===== config.mk =====
export PLATFORM = sky130hd
export DESIGN_NAME = check
export DESIGN_NICKNAME = d
export VERILOG_FILES = /design/src/rtl/check.sv
export SDC_FILE = /design/constraint.sdc
export NUM_CORES = 1
export LEC_CHECK = 0
export CAP_MARGIN = 10
export CORE_ASPECT_RATIO = 0.6
export CORE_UTILIZATION = 49
export CTS_BUF_LIST = sky130_fd_sc_hd__clkbuf_2
export DETAILED_ROUTE_END_ITERATION = 16
export PLACE_DENSITY_LB_ADDON = 0.25
export SETUP_SLACK_MARGIN = 0.3
export SLEW_MARGIN = 20
export SYNTH_ARGS = -nofsm -noshare
export SYNTH_HDL_FRONTEND = slang
export SYNTH_SLANG_ARGS = --single-unit

===== constraint.sdc =====
create_clock -name clock -period 4.15 [get_ports clock]
set_clock_uncertainty 0.2 [all_clocks]
set_input_delay 1.245 -clock clock [delete_from_list [all_inputs] [get_ports clock]]
set_output_delay 1.245 -clock clock [all_outputs]
set_load 0.005 [all_outputs]

===== src/rtl/check.sv =====
// check: result checker that sits downstream of the stimulus sequencer.
//
// It pops one expected-result entry from CHECK_FIFO and one actual output
// vector from OUT_FIFO in the same cycle. It masks their difference with the
// current output bitmask and writes one record per vector into RES_FIFO. It
// also keeps saturating pass/fail counters. The STIM<=>CHECK command interface
// handles a single command, the bitmask load.
//
// Ports:
//   clock, reset_n      system clock, asynchronous active-low reset
//   cfifo_*             CHECK_FIFO read side (show-ahead head, rdreq, rdempty)
//                       head = {expected, address, reserved or-value}
//   ofifo_*             OUT_FIFO read side (show-ahead head, rdreq, rdempty)
//   rfifo_*             RES_FIFO write side, record = {fail, address, mismatch}
//   sc_cmd, sc_data     command and payload (BITMASK = 5'b00001)
//   sc_switching        target/Vdd switch in progress; blocks new pops
//   sc_ready            command interface ready (checker idle)
//   pass_count          saturating count of passing vectors
//   fail_count          saturating count of failing vectors
module check #(
  parameter int ADDR_WIDTH = 20,
  parameter int STF_WIDTH  = 24,
  parameter int ORV_WIDTH  = 8,
  parameter int CHF_WIDTH  = STF_WIDTH + ORV_WIDTH + ADDR_WIDTH,
  parameter int SCC_WIDTH  = 5,
  parameter int SCD_WIDTH  = 24,
  parameter int RES_WIDTH  = 1 + ADDR_WIDTH + STF_WIDTH,
  parameter int CNT_WIDTH  = 16
) (
  input  logic                 clock,
  input  logic                 reset_n,
  input  logic [CHF_WIDTH-1:0] cfifo_data,
  output logic                 cfifo_rdreq,
  input  logic                 cfifo_rdempty,
  input  logic [STF_WIDTH-1:0] ofifo_data,
  output logic                 ofifo_rdreq,
  input  logic                 ofifo_rdempty,
  output logic [RES_WIDTH-1:0] rfifo_data,
  output logic                 rfifo_wrreq,
  input  logic                 rfifo_wrfull,
  input  logic [SCC_WIDTH-1:0] sc_cmd,
  input  logic [SCD_WIDTH-1:0] sc_data,
  input  logic                 sc_switching,
  output logic                 sc_ready,
  output logic [CNT_WIDTH-1:0] pass_count,
  output logic [CNT_WIDTH-1:0] fail_count
);

  typedef enum logic [1:0] {
    ST_IDLE = 2'd0,
    ST_CMP  = 2'd1,
    ST_WR   = 2'd2
  } state_t;

  localparam logic [SCC_WIDTH-1:0] CMD_BITMASK = SCC_WIDTH'(1);

  state_t                 state_q, state_d;
  logic [STF_WIDTH-1:0]   exp_q, exp_d;
  logic [ADDR_WIDTH-1:0]  addr_q, addr_d;
  logic [STF_WIDTH-1:0]   act_q, act_d;
  logic [STF_WIDTH-1:0]   mismatch_q, mismatch_d;
  logic                   fail_q, fail_d;
  logic [STF_WIDTH-1:0]   mask_q, mask_d;
  logic [CNT_WIDTH-1:0]   pass_count_q, pass_count_d;
  logic [CNT_WIDTH-1:0]   fail_count_q, fail_count_d;
  logic                   pop;
  logic                   wr;
  logic [STF_WIDTH-1:0]   diff;

  // The or-value field is reserved and never takes part in the compare.
  logic unused_orv;
  assign unused_orv = ^cfifo_data[ORV_WIDTH-1:0];

  // Next-state logic. Both FIFOs are always popped together. RES_FIFO fullness
  // is sampled only before popping, so the WR cycle always has a free slot.
  always_comb begin
    state_d      = state_q;
    exp_d        = exp_q;
    addr_d       = addr_q;
    act_d        = act_q;
    mismatch_d   = mismatch_q;
    fail_d       = fail_q;
    mask_d       = mask_q;
    pass_count_d = pass_count_q;
    fail_count_d = fail_count_q;
    pop          = 1'b0;
    wr           = 1'b0;
    diff         = (exp_q ^ act_q) & mask_q;

    case (state_q)
      ST_IDLE: begin
        if (!cfifo_rdempty && !ofifo_rdempty && !rfifo_wrfull && !sc_switching) begin
          pop     = 1'b1;
          exp_d   = cfifo_data[CHF_WIDTH-1 -: STF_WIDTH];
          addr_d  = cfifo_data[CHF_WIDTH-STF_WIDTH-1 -: ADDR_WIDTH];
          act_d   = ofifo_data;
          state_d = ST_CMP;
        end
      end
      ST_CMP: begin
        mismatch_d = diff;
        fail_d     = |diff;
        state_d    = ST_WR;
      end
      ST_WR: begin
        wr = 1'b1;
        if (fail_q) begin
          if (fail_count_q != {CNT_WIDTH{1'b1}}) fail_count_d = fail_count_q + CNT_WIDTH'(1);
        end else begin
          if (pass_count_q != {CNT_WIDTH{1'b1}}) pass_count_d = pass_count_q + CNT_WIDTH'(1);
        end
        state_d = ST_IDLE;
      end
      default: state_d = ST_IDLE;
    endcase

    // A bitmask loaded in the same cycle as a pop already applies to that
    // vector, because CMP reads the registered mask one cycle later.
    if (state_q == ST_IDLE && sc_cmd == CMD_BITMASK) mask_d = sc_data[STF_WIDTH-1:0];
  end

  // State and datapath registers. Reset drops any in-flight vector.
  always_ff @(posedge clock or negedge reset_n) begin
    if (!reset_n) begin
      state_q      <= ST_IDLE;
      exp_q        <= '0;
      addr_q       <= '0;
      act_q        <= '0;
      mismatch_q   <= '0;
      fail_q       <= 1'b0;
      mask_q       <= '1;
      pass_count_q <= '0;
      fail_count_q <= '0;
    end else begin
      state_q      <= state_d;
      exp_q        <= exp_d;
      addr_q       <= addr_d;
      act_q        <= act_d;
      mismatch_q   <= mismatch_d;
      fail_q       <= fail_d;
      mask_q       <= mask_d;
      pass_count_q <= pass_count_d;
      fail_count_q <= fail_count_d;
    end
  end

  assign cfifo_rdreq = pop;
  assign ofifo_rdreq = pop;
  assign rfifo_wrreq = wr;
  assign rfifo_data  = {fail_q, addr_q, mismatch_q};
  assign sc_ready    = (state_q == ST_IDLE);
  assign pass_count  = pass_count_q;
  assign fail_count  = fail_count_q;

endmodule


==> results of run 1 <==
through the flow:
stage	instance area (um2)	setup slack [ns]	instances	power (mW)
4_1_cts	8530	0.216	990	3.60
3_3_place_gp	8270	-0.0461	954	2.76
6_report	8550	0.471	990	3.56
3_5_place_dp	8270	-0.0523	954	2.81
2_1_floorplan	6280	0.469	623	2.30
5_1_grt	8550	0.387	990	3.78
worst paths after layout:
kind                       cells after the start              to          start  slack [ns]
hold reg to reg                                2       addr_q[9]      addr_q[9]        0.31
setup reg to reg                               9        act_q[6]     state_q[0]        1.87
hold / removal                                 1  pass_count[14]        reset_n        0.31
setup / recovery                               6     cfifo_rdreq  ofifo_rdempty        0.47
min in group clock                             2       addr_q[9]      addr_q[9]        0.31
max in group asynchronous                      2       mask_q[3]        reset_n        2.54
sequential cells by signal, summed over array words and instances, names as in the netlist, 2 cells and up:
| signal | flops |
|---|---|
| pass_count | 16 |
| addr_q | 20 |
| mismatch_q | 24 |
| exp_q | 24 |
| mask_q | 24 |
| act_q | 24 |
| state_q | 2 |
| fail_count | 16 |
report_power, final:
part           switching, mW  internal, mW
registers              0.189          1.77
logic                  0.335         0.476
clock network          0.521         0.269
total                   1.04          2.52
logic make-up (layout without fill, tap and decap cells):
family,Yosys count,count (layout),share of synthesized area
compound gates,34,34,0.0325
mux,25,25,0.0448
xor+xnor,52,52,0.0726
flops,151,151,0.607
simple gates,330,330,0.219
buf+inv,29,231,0.0199
fa+ha+maj,2,2,0.00399
per-layer routing:
| layer | global-route usage | vias to the layer above |
|---|---|---|
| li1 | - | 2379 |
| met1 | 0.295 | 2363 |
| met2 | 0.384 | 171 |
| met3 | 0.0677 | 12 |
| met4 | 0.0787 | 0 |
| met5 | 0 | - |
cell type report:
| class | count | area, um2 |
|---|---|---|
| flip-flops and latches | 151 | 3810 |
| fillers | 948 | 3710 |
| multi-input cells | 443 | 2360 |
| repair buffers | 194 | 1920 |
| well taps | 165 | 206 |
| clock inverters | 14 | 135 |
| clock buffers | 18 | 90.1 |
| inverters | 5 | 21.3 |
cells in the mapped netlist, types with 2 or more instances:
master | number | area share
or2_2 | 2 | 0.0020
xor2_1 | 31 | 0.043
nand2b_1 | 2 | 0.0020
ha_1 | 2 | 0.0040
nor2_1 | 13 | 0.0078
nand4_1 | 16 | 0.016
nand4_2 | 2 | 0.0040
nand3_1 | 11 | 0.0088
xnor2_1 | 21 | 0.029
buf_4 | 2 | 0.0024
dfrtp_1 | 127 | 0.51
dfstp_2 | 24 | 0.10
nand2_1 | 267 | 0.16
inv_1 | 4 | 0.0024
clkbuf_1 | 17 | 0.010
a21oi_1 | 2 | 0.0016
buf_1 | 3 | 0.0018
mux2_2 | 24 | 0.043
and3_1 | 3 | 0.0030
nor3_1 | 3 | 0.0024
o21ai_0 | 24 | 0.019
nor4_1 | 3 | 0.0030
worst reg2reg max path: stages (launching register included):
cell	delay (ns)
dfrtp_1	0.50
nor2_1	0.43
nand2_2	0.16
inv_4	0.08
buf_4	0.11
buf_4	0.10
buf_4	0.11
buf_4	0.32
nand2_1	0.14
nand2_1	0.08
what timing repair did:
item / 4_1_cts / 5_1_grt
setup buffers: 4 / 0
endpoints found under the setup margin: 2 / 2
pin swaps: 1 / 1
resized for setup: 4 / 5
hold buffers: 0 / 0
==> summary.md, run 1 <==
| Metric | Value |
|---|---|
| ANT nets after route | `0` |
| Pleak | `4.03 nW` |
| Seq/Total Area, Yosys | `0.607` |
| Hold Crit Class | `in -> async` |
| Rel. slew slack | `0.442` |
| Max rail drop VDD | `0.000238 V` |
| Mapped Area | `6280 um2` |
| Path type of the worst setup path | `in -> out` |
| Vias | `4925` |
| Status | `finished, final reports clean` |
| Met2 Wirelength | `approximately 6900 um` |
| CP endpoint kind | `output pin` |
| CTS tree | `done` |
| Setup TNS | `0 ns` |
| Worst-Margin Slew | `0.838 ns` |
| Final hold slack | `0.308 ns` |
| Util after Layout | `0.697` |
| Initial antenna violation count | `0` |
| Via/cell ratio | `4.97` |
| Setup crit start kind | `primary input` |
| Synth warn | `0` |
| Iteration-0 DRC Markers | `around 240` |
| Clock sinks | `151` |
| Wire per inst | `between 10 and 15 um` |
| CTS buffer count | `17` |
| Critical path's top delay family | `buffers and inverters` |
| Die W | `148 um` |
| Effective utilization at floorplan | `0.512` |
| Number of global-route vias before repair | `4879` |
| First-pass GRT wire length | `23300 um` |
| Top layer in use | `met4` |
| Global route overflow | `0` |
| Max Buffers Root-to-Sink | `2` |
| CP Data Required Time | `2.70 ns` |
| WL met3 | `1180 um` |
| Met1 WL | `6480 um` |
| Max-cap viol count | `0` |
| Most frequent cells in the layout | `nand2_1, clkdlybuf4s50_1, dfrtp_1, xor2_1` |
| Commonest non-fill, non-tap cell in the layout | `nand2_1` |
| PortBufs | `183` |
| Diode count | `0` |
| Share of cells above drive strength 1 | `0.121` |
| Yosys cell types | `42` |
| GRT Total Usage | `0.231` |
| Syn_nets | `736` |
| Instance count of the mapped netlist | `623` |
| Post-route DRC | `0` |
| Detailed Route WL | `14700 um` |
| H-tree depth | `4` |
| Synth-to-layout area growth | `36.2%` |
| Final setup vio count | `0` |
| Total die area | `13300 um2` |
| Fmax | `0.272 GHz` |
| Critical path buffers and inverters | `4` |
| Die height | `89.7 um` |
| Crit-path cells | `dlymetal6s2s_1 > nor4_4 > nand2_2 > inv_4 > buf_4 > dlygate4sd2_1` |
| Clk Latency, worst-skew pair | `0.69 ns` |
| Dpl hpwl | `10600 um` |
| CP max FO | `2` |
| Largest net degree at the start of global routing | `76` |
| DRT Pass-1 Iters | `5` |
| Slew Limit Fails | `0` |
| Total core area | `12300 um2` |
| Gpl congestion | `0.818` |
| Syn Area/Cell | `10.1 um2` |
| Synth Flop Type | `dfrtp_1` |
| Final Hold Viols | `0` |
| CP max stage delay | `0.29 ns` |
| IO Count | `roughly 190` |
| Layout net count | `approximately 930` |
| P per Cell Area | `between 400 and 500 nW/um2` |
| Clock transition at path regs | `0.21 ns` |
| Seq cells post-synth | `151` |
| Post-synth EDFFs | `0` |
| # rows | `31` |
| Worst EP arrival | `2.23 ns` |
| Root Buffer | `clkbuf_2` |
| Slowest CP cell | `nor4_4` |
| Tcrit/Tclk final | `0.886` |
| Async S/R FF share, synth | `1.00` |
| Unrepaired setup endpoints after global routing | `no` |
| Tmin final | `3.68 ns` |
(Power assumes the default switching activity.)
==> run 2, diff against run 1 <==
--- a/config.mk
+++ b/config.mk
@@ -9,6 +9,7 @@
 export CORE_ASPECT_RATIO = 0.6
 export CORE_UTILIZATION = 49
 export CTS_BUF_LIST = sky130_fd_sc_hd__clkbuf_2
+export CTS_CLUSTER_DIAMETER = 200
 export DETAILED_ROUTE_END_ITERATION = 16
 export PLACE_DENSITY_LB_ADDON = 0.25
 export SETUP_SLACK_MARGIN = 0.3
==> results of run 2 <==
Final layout, timing and power as in run 1 (identical DEF).
==> run 3, diff against run 2 <==
--- a/config.mk
+++ b/config.mk
@@ -7,12 +7,13 @@
 export LEC_CHECK = 0
 export CAP_MARGIN = 10
 export CORE_ASPECT_RATIO = 0.6
-export CORE_UTILIZATION = 49
+export CORE_UTILIZATION = 48
 export CTS_BUF_LIST = sky130_fd_sc_hd__clkbuf_2
 export CTS_CLUSTER_DIAMETER = 200
 export DETAILED_ROUTE_END_ITERATION = 16
 export PLACE_DENSITY_LB_ADDON = 0.25
 export SETUP_SLACK_MARGIN = 0.3
+export SKIP_LAST_GASP = 1
 export SLEW_MARGIN = 20
 export SYNTH_ARGS = -nofsm -noshare
 export SYNTH_HDL_FRONTEND = slang
==> constraint.sdc (replaced) <==
create_clock -name clock -period 3.5 [get_ports clock]
set_clock_uncertainty 0.2 [all_clocks]
set_input_delay 1.05 -clock clock [delete_from_list [all_inputs] [get_ports clock]]
set_output_delay 1.05 -clock clock [all_outputs]
set_load 0.005 [all_outputs]
==> summary.md, run 3 (same netlist as run 1, synthesis figures left out) <==
| Metric | Value |
|---|---|
| Status | `finished, final reports clean` |
| Clock sinks | `151` |
| Share of cells above drive strength 1 | `0.130` |
| Total core area | `roughly 12000 um2` |
| Total die area | `13600 um2` |
| Non-filler cells, final | `988` |
| Worst-Margin Slew | `slightly above 0.7 ns` |
| Post-route DRC | `0` |
| Iteration-0 DRC Markers | `184` |
| First-pass GRT wire length | `24300 um` |
| Dpl hpwl | `10500 um` |
| R2r worst-path depth | `7` |
| Die W | `roughly 150 um` |
| Via/cell ratio | `5.00` |
| Global route overflow | `0` |
| Max rail drop VDD | `between 0.0002 and 0.00025 V` |
| Largest net degree at the start of global routing | `70` |
| H-tree depth | `4` |
| Pleak | `4.05 nW` |
| Final hold slack | `0.0832 ns` |
| Fmax | `around 0.32 GHz` |
| CP Data Required Time | `2.25 ns` |
| DRT Pass-1 Iters | `4` |
| Slew Limit Fails | `0` |
| R2r startpoint | `state_q[0]` |
| Commonest non-fill, non-tap cell in the layout | `nand2_1` |
| Fin worst setup slack | `around 0.37 ns` |
| ANT nets after route | `0` |
| CTS tree | `done` |
| Max Buffers Root-to-Sink | `2` |
| Synth-to-layout area growth | `36.8%` |
| Clock transition at path regs | `0.25 ns` |
| Reg2Reg Setup Slack | `1.23 ns` |
| Most frequent cells in the layout | `nand2_1, clkdlybuf4s50_1, dfrtp_1, xor2_1` |
| Final Hold Viols | `0` |
| Path type of the worst setup path | `in -> out` |
| Diode count | `0` |
| P per Cell Area | `511 nW/um2` |
| Worst EP arrival | `1.88 ns` |
| Vias | `4937` |
| IO Count | `192` |
| Wire per inst | `14.7 um` |
| Die height | `90.6 um` |
| # rows | `31` |
| Setup crit start kind | `primary input` |
| Critical path startpoint | `ofifo_rdempty` |
| Layout net count | `~900` |
| GRT Total Usage | `0.231` |
| Effective utilization at floorplan | `0.506` |
| Setup TNS | `0 ns` |
| PortBufs | `183` |
| Worst R2R End | `pass_count[12]` |
| Hold Crit Class | `in -> async` |
| CTS buffer count | `17` |
| Unrepaired setup endpoints after global routing | `no` |
| Total power | `4.39 mW` |
| Root Buffer | `clkbuf_2` |
| Placed Cells | `953` |
| Initial antenna violation count | `0` |
| CP endpoint kind | `output pin` |
| Tcrit/Tclk final | `0.894` |
| CP max FO | `3` |
| Placement Setup Slack | `-0.313 ns` |
| Final setup vio count | `0` |
| Detailed Route WL | `14500 um` |
| Rel. slew slack | `0.525` |
| Clk Latency, worst-skew pair | `around 0.67 ns` |
| Max-cap viol count | `0` |
| Number of global-route vias before repair | `5063` |
| Gpl congestion | `0.801` |
| Tmin final | `3.13 ns` |
-- run 3: critical path, cell delays in order --
cell,delay [ns]
clkdlybuf4s15_1,0.18
nor4_2,0.30
nand2_2,0.12
inv_2,0.11
buf_2,0.12
-- run 3: stage by stage --
stage | cell area, um2 | utilization
global placement | 8270 | 0.667
detailed placement | 8270 | 0.667
global route | 8590 | 0.692
floorplan | 6280 | -
CTS | 8560 | 0.690
finish | 8590 | 0.692
-- run 3: how the worst max path moves through the flow --
stage / end / slack, ns / cells past startpoint
after CTS: ofifo_rdreq / 0.31 / 5
after floorplan: ofifo_rdreq / 0.35 / 5
after global placement: cfifo_rdreq / -0.30 / 5
after detailed placement: ofifo_rdreq / -0.31 / 5
final: cfifo_rdreq / 0.37 / 5
after global routing: sc_ready / 0.32 / 2
-- run 3: repair_timing --
item	in CTS	in global routing
endpoints found under the setup margin	4	4
setup buffers	1	2
hold buffers	0	0
pin swaps	2	2
gates resized for setup	17	4
-- run 3: power breakdown --
group	internal [mW]	leakage, nW	switching, mW
Sequential	2.10	1.91	0.231
Combinational	0.564	1.98	0.396
Clock	0.480	0.161	0.614
-- run 3: cell type report --
type / instances / area, um2
multi-input cells: 443 / 2360
flip-flops and latches: 151 / 3810
repair buffers: 192 / 1910
fillers: 956 / 3820
clock inverters: 12 / 179
well taps: 165 / 206
clock buffers: 20 / 100
inverters: 5 / 18.8
-- run 3: metal layers --
metal	track usage	up-vias	wire, um
met3	0.0606	10	1110
met4	0.0663	0	106
li1	-	2391	-
met1	0.321	2371	6620
met2	0.356	165	6710
met5	0	-	0
==> RTL edit 1, RTL diff (settings of run 3) <==
Change the parameter `CNT_WIDTH` from 16 to 24.
--- a/src/rtl/check.sv
+++ b/src/rtl/check.sv
@@ -26,5 +26,5 @@
   parameter int SCD_WIDTH  = 24,
   parameter int RES_WIDTH  = 1 + ADDR_WIDTH + STF_WIDTH,
-  parameter int CNT_WIDTH  = 16
+  parameter int CNT_WIDTH  = 24
 ) (
   input  logic                 clock,
Interface: changed (resized fail_count and pass_count); port bits go from 192 to 208. The function was not compared with the original's and may differ.
==> RTL edit 1 against run 3 <==
Count of clock-buffer cells in the layout down 3. Non-clock buffer count up 24. Sequential cell count up 16. Core utilization down 0.68 points. Global-route usage up 0.97 points. Cell area up 12%. Worst setup slack worse by 0.0065 ns. Area after synthesis up 13%. Total power up 2.2%. Wire length up 19%. Critical endpoint unchanged.
==> RTL edit 1: results (changes against run 3) <==
DR WL met2 7.55 mm (+13%); Leak 0.00450 uW (+11%); post-synthesis mux area share 0.0445 (-0.000325); crit-path max FO 2 (-1); first-pass GRT wire length 28.3 mm (+17%); layout cell share with drive strength beyond 1 0.129 (-0.00122); Synth Area in Adders 0.00353 (-0.000453); layout filler cell count 1,058 (+11%); hpwl dp 12.2 mm (+17%); placed cells 1,076 (+13%); nets@finish 1,024 (+11%); status finished, final reports clean; Yosys cell types 39 (-7.1%); syn_area_per_cell 10.1 um^2 (about the same); xor-xnor portion of the synthesized cell area 0.0816 (+0.00907); ranking of synthesized cells by area dfrtp_1 51%, nand2_1 14%, dfstp_2 8.9%; routed vias 5,610 (+14%); met3 routed WL 1.11 mm (about the same); GR met3 Demand/Resource 0.0620 (+0.00144); PortBufs 199 (+8.7%); routed metal-1 wire length 8.50 mm (+28%); Synth Area in Compound Gates 0.0240 (-0.00846); Commonest cells post-synth 272 x nand2_1, 143 x dfrtp_1, 40 x xor2_1; relative slew slack 0.423 (-0.102); register area share after synthesis 0.594 (-0.0124); hold crit path type register to register; worst vdd ir 0.243 mV (-0.43%); total iterations of the first detailed-routing run 11 (+7); GRT Resource Usage Total 0.241 (+0.00971)
[RTL edit 1: critical path, cell delays in order]
cell and delay, ns:
buf_2 0.13, nor4_4 0.25, buf_4 0.15, nand2_4 0.06, inv_4 0.05, buf_6 0.10, buf_6 0.09
[RTL edit 1: final timing paths]
check,start,slack [ns],endpoint,depth (start not counted)
min in group asynchronous,reset_n,0.60,act_q[7],2
hold reg to reg,fail_count[14],0.31,fail_count[14],1
max in group asynchronous,reset_n,1.69,mask_q[15],3
setup / recovery,rfifo_wrfull,0.37,cfifo_rdreq,7
hold / removal,fail_count[14],0.31,fail_count[14],1
setup reg to reg,pass_count[3],1.08,pass_count[22],5
[RTL edit 1: layout make-up]
cell class              count  area (um^2)  share of cell area
multi-input cells         504         2780               0.289
clock buffers              17         85.1             0.00885
flip-flops and latches    167         4210               0.438
inverters                   5         21.3             0.00221
well taps                 192          240              0.0250
clock inverters            15          144              0.0150
repair buffers            216         2130               0.221
[RTL edit 1: power by group]
part / internal [uW] / switching [uW]
Combinational: 566 / 406
Sequential: 2290 / 220
Clock: 278 / 725
Total: 3130 / 1350
[RTL edit 1: metrics by stage]
stage	setup slack (ns)	TNS (ns)	instance area (um^2)	total power [uW]	hold slack (ns)
4_1_cts	0.302	0	9610	4520	0.315
3_5_place_dp	-0.458	-0.912	9290	3510	0.263
6_report	0.365	0	9620	4480	0.309
5_1_grt	0.307	0	9620	4750	0.327
2_1_floorplan	0.345	0	7080	2910	0.265
3_3_place_gp	-0.511	-1.02	9290	3470	0.257
[RTL edit 1: timing repair]
action / in CTS / in global routing
resized for setup: 34 / 4
setup buffers: 6 / 1
gates cloned: 0 / 0
hold endpoints to repair: 18 / 0
pin swaps: 1 / 2
endpoints found under the setup margin: 4 / 4
hold buffers: 1 / 0
==> RTL edit 2, RTL diff (flow settings as in run 3) <==
Made on the original files. Make the reset (`reset_n`) synchronous in one clocked block. Comments in the files are not updated.
--- a/src/rtl/check.sv
+++ b/src/rtl/check.sv
@@ -121,5 +121,5 @@
 
   // State and datapath registers. Reset drops any in-flight vector.
-  always_ff @(posedge clock or negedge reset_n) begin
+  always_ff @(posedge clock) begin
     if (!reset_n) begin
       state_q      <= ST_IDLE;
Formal check against the unedited RTL: differs if reset_n is asserted again (counterexample within 4 cycles, from zero or initial values and one cycle with reset_n low); with reset_n held inactive, the same outputs for 10 cycles.
==> RTL edit 2 against run 3 <==
Final cell count increased by 10%. Via count increased by 19%. First-iteration DRC count increased by 60%. Count of clock-buffer cells in the layout decreased by 2. Worst setup slack improved by 0.012 ns. Global-route usage increased by 3.2 points. Wire length increased by 17%. Cell area decreased by 4.1%. Sequential cell count unchanged. Non-clock buffer count increased by 5. Area after synthesis decreased by 4.7%. Synthesized cell count increased by 19%.
Power is not compared: it rests on default switching activity, and its combinational part moved more than twofold at a synthesized area within 25%.
==> RTL edit 2: results (changes against run 3) <==
status finished, final reports clean; Critical Path AT 1.87 ns; R2R setup slack 1.04 ns (-0.19 ns); layout cell share with drive strength beyond 1 0.0659 (-0.0641); placed cells 1,054 (+11%); hold crit path type register to register; relative slew slack 0.299 (-0.226); nets@finish 1,025 (+11%); Reg clk slew, reported paths 0.23 ns (-0.02 ns); total iterations of the first detailed-routing run 5 (+1); critical register-to-register path endpoint pass_count[0]; register area share after synthesis 0.505 (-0.101); global route total overflow 0 (unchanged); Synth Area in Compound Gates 0.116 (+0.0832); reg2reg start pass_count[7]; PortBufs 183 (unchanged); initial drt markers 294 (+60%); vias in the first global route 5,443 (+7.5%); Commonest cells post-synth 224 x nand2_1, 151 x dfxtp_1, 95 x a21oi_1; post-synthesis mux area share 0.00502 (-0.0398); CP top delay family buffers and inverters; Total Wirelength 17.0 mm (+17%); Post-Syn Nets 854 (+16%); via-per-instance ratio 5.37 (+7.5%); ranking of synthesized cells by area dfxtp_1 51%, nand2_1 14%, a21oi_1 7.9%; Clk Latency, worst-skew pair 0.67 ns (about the same); Synth Area in Adders 0.00418 (+0.000198); final antenna diode count 0 (unchanged); layout filler cell count 996 (+4.2%); hpwl dp 12.0 mm (+14%); Yosys cell types 46 (+9.5%); gpl congestion 0.893 (+11%); Routed WL per cell 15.6 um (+5.9%); total CTS buffers 17 (unchanged); prevailing post-synth register cell dfxtp_1; initial antenna violation count 0 (unchanged); Post-synth ARST share 0 (-1.00); xor-xnor portion of the synthesized cell area 0.0674 (-0.00519); largest stage delay on the critical path 0.27 ns (-0.03 ns); placed instance area 7930 um^2 (-4.1%); GRT Resource Usage Total 0.263 (+0.0317); first-pass GRT wire length 26.6 mm (+9.3%); Worst Reg2Reg Path Length in Cells 5 (-2); cell count after synthesis 741 (+19%)
## RTL edit 2: cell types whose count changed in the layout (fill, tap and decap cells not counted), sizes merged, moves of 4 or more
cell / before / now
dfstp: 24 / 0
nand2: 267 / 224
dfxtp: 0 / 151
dfrtp: 127 / 0
nor2: 13 / 34
o21ai: 25 / 5
nand3: 11 / 58
xnor2: 21 / 10
a22oi: 0 / 10
buf: 12 / 17
mux2: 25 / 0
and4: 1 / 5
a21oi: 2 / 95
xor2: 31 / 36
## RTL edit 2: area by class of cell
| type | count | area (um^2) | area share |
|---|---|---|---|
| Timing Repair Buffer | 197 | 1940 | 0.235 |
| Tap cell | 165 | 206 | 0.0251 |
| Multi-Input combinational cell | 542 | 2780 | 0.338 |
| Clock buffer | 18 | 90.1 | 0.0109 |
| Inverter | 3 | 16.3 | 0.00198 |
| Clock inverter | 14 | 173 | 0.0210 |
| Sequential cell | 151 | 3030 | 0.368 |
## RTL edit 2: what timing repair did
| action | in CTS | in global routing |
|---|---|---|
| resized for setup | 16 | 7 |
| pin swaps | 1 | 2 |
| hold buffers | 0 | 0 |
| hold endpoints to repair | 0 | 0 |
| buffers inserted | 4 | 0 |
| cloned | 0 | 0 |
| endpoints found under the setup margin | 4 | 3 |
## RTL edit 2: cell families (layout without fill, tap and decap cells)
family,count (synthesis),after routing
AND/OR/NAND/NOR,368,368
multiplexers,3,3
buffers and inverters,48,232
XOR/XNOR,46,46
flip-flops,151,151
AO/OA/AOI/OAI,123,123
adder cells (fa/ha/maj),2,2
## RTL edit 2: routing by layer
layer	vias up	GRT usage	wire length (um)
met5	-	0	0
met4	0	0.0994	331
met2	263	0.445	7720
met3	34	0.0598	1450
li1	2831	-	-
met1	2729	0.333	7490
## RTL edit 2: worst min-delay path by stage
| stage | cells past startpoint | slack (ns) | endpoint |
|---|---|---|---|
| after floorplan | 2 | 0.25 | act_q[0] |
| after global placement | 2 | 0.24 | addr_q[14] |
| after detailed placement | 2 | 0.25 | addr_q[9] |
| after CTS | 2 | 0.27 | mismatch_q[21] |
| after global routing | 2 | 0.29 | addr_q[0] |
| final | 2 | 0.27 | addr_q[4] |
## RTL edit 2: where the power goes
| part | switching, uW | leakage (uW) | internal, uW |
|---|---|---|---|
| registers | 16.6 | 0.00122 | 1750 |
| logic | 109 | 0.00167 | 146 |
| clock network | 648 | 0.000147 | 406 |
## RTL edit 2: worst register-to-register path: cells and delay by family (launching register included)
family,cells,cell delay [ns]
xor gates and xnor gates,1,0.23
and+or+nand+nor,4,1.45
DFF,1,0.48
## RTL edit 2: stage by stage
stage	worst slack [ns]	setup TNS (ns)
after floorplan	0.344	0
after global placement	-0.243	-0.482
after detailed placement	-0.278	-0.549
after CTS	0.273	0
after global routing	0.299	0
final	0.383	0
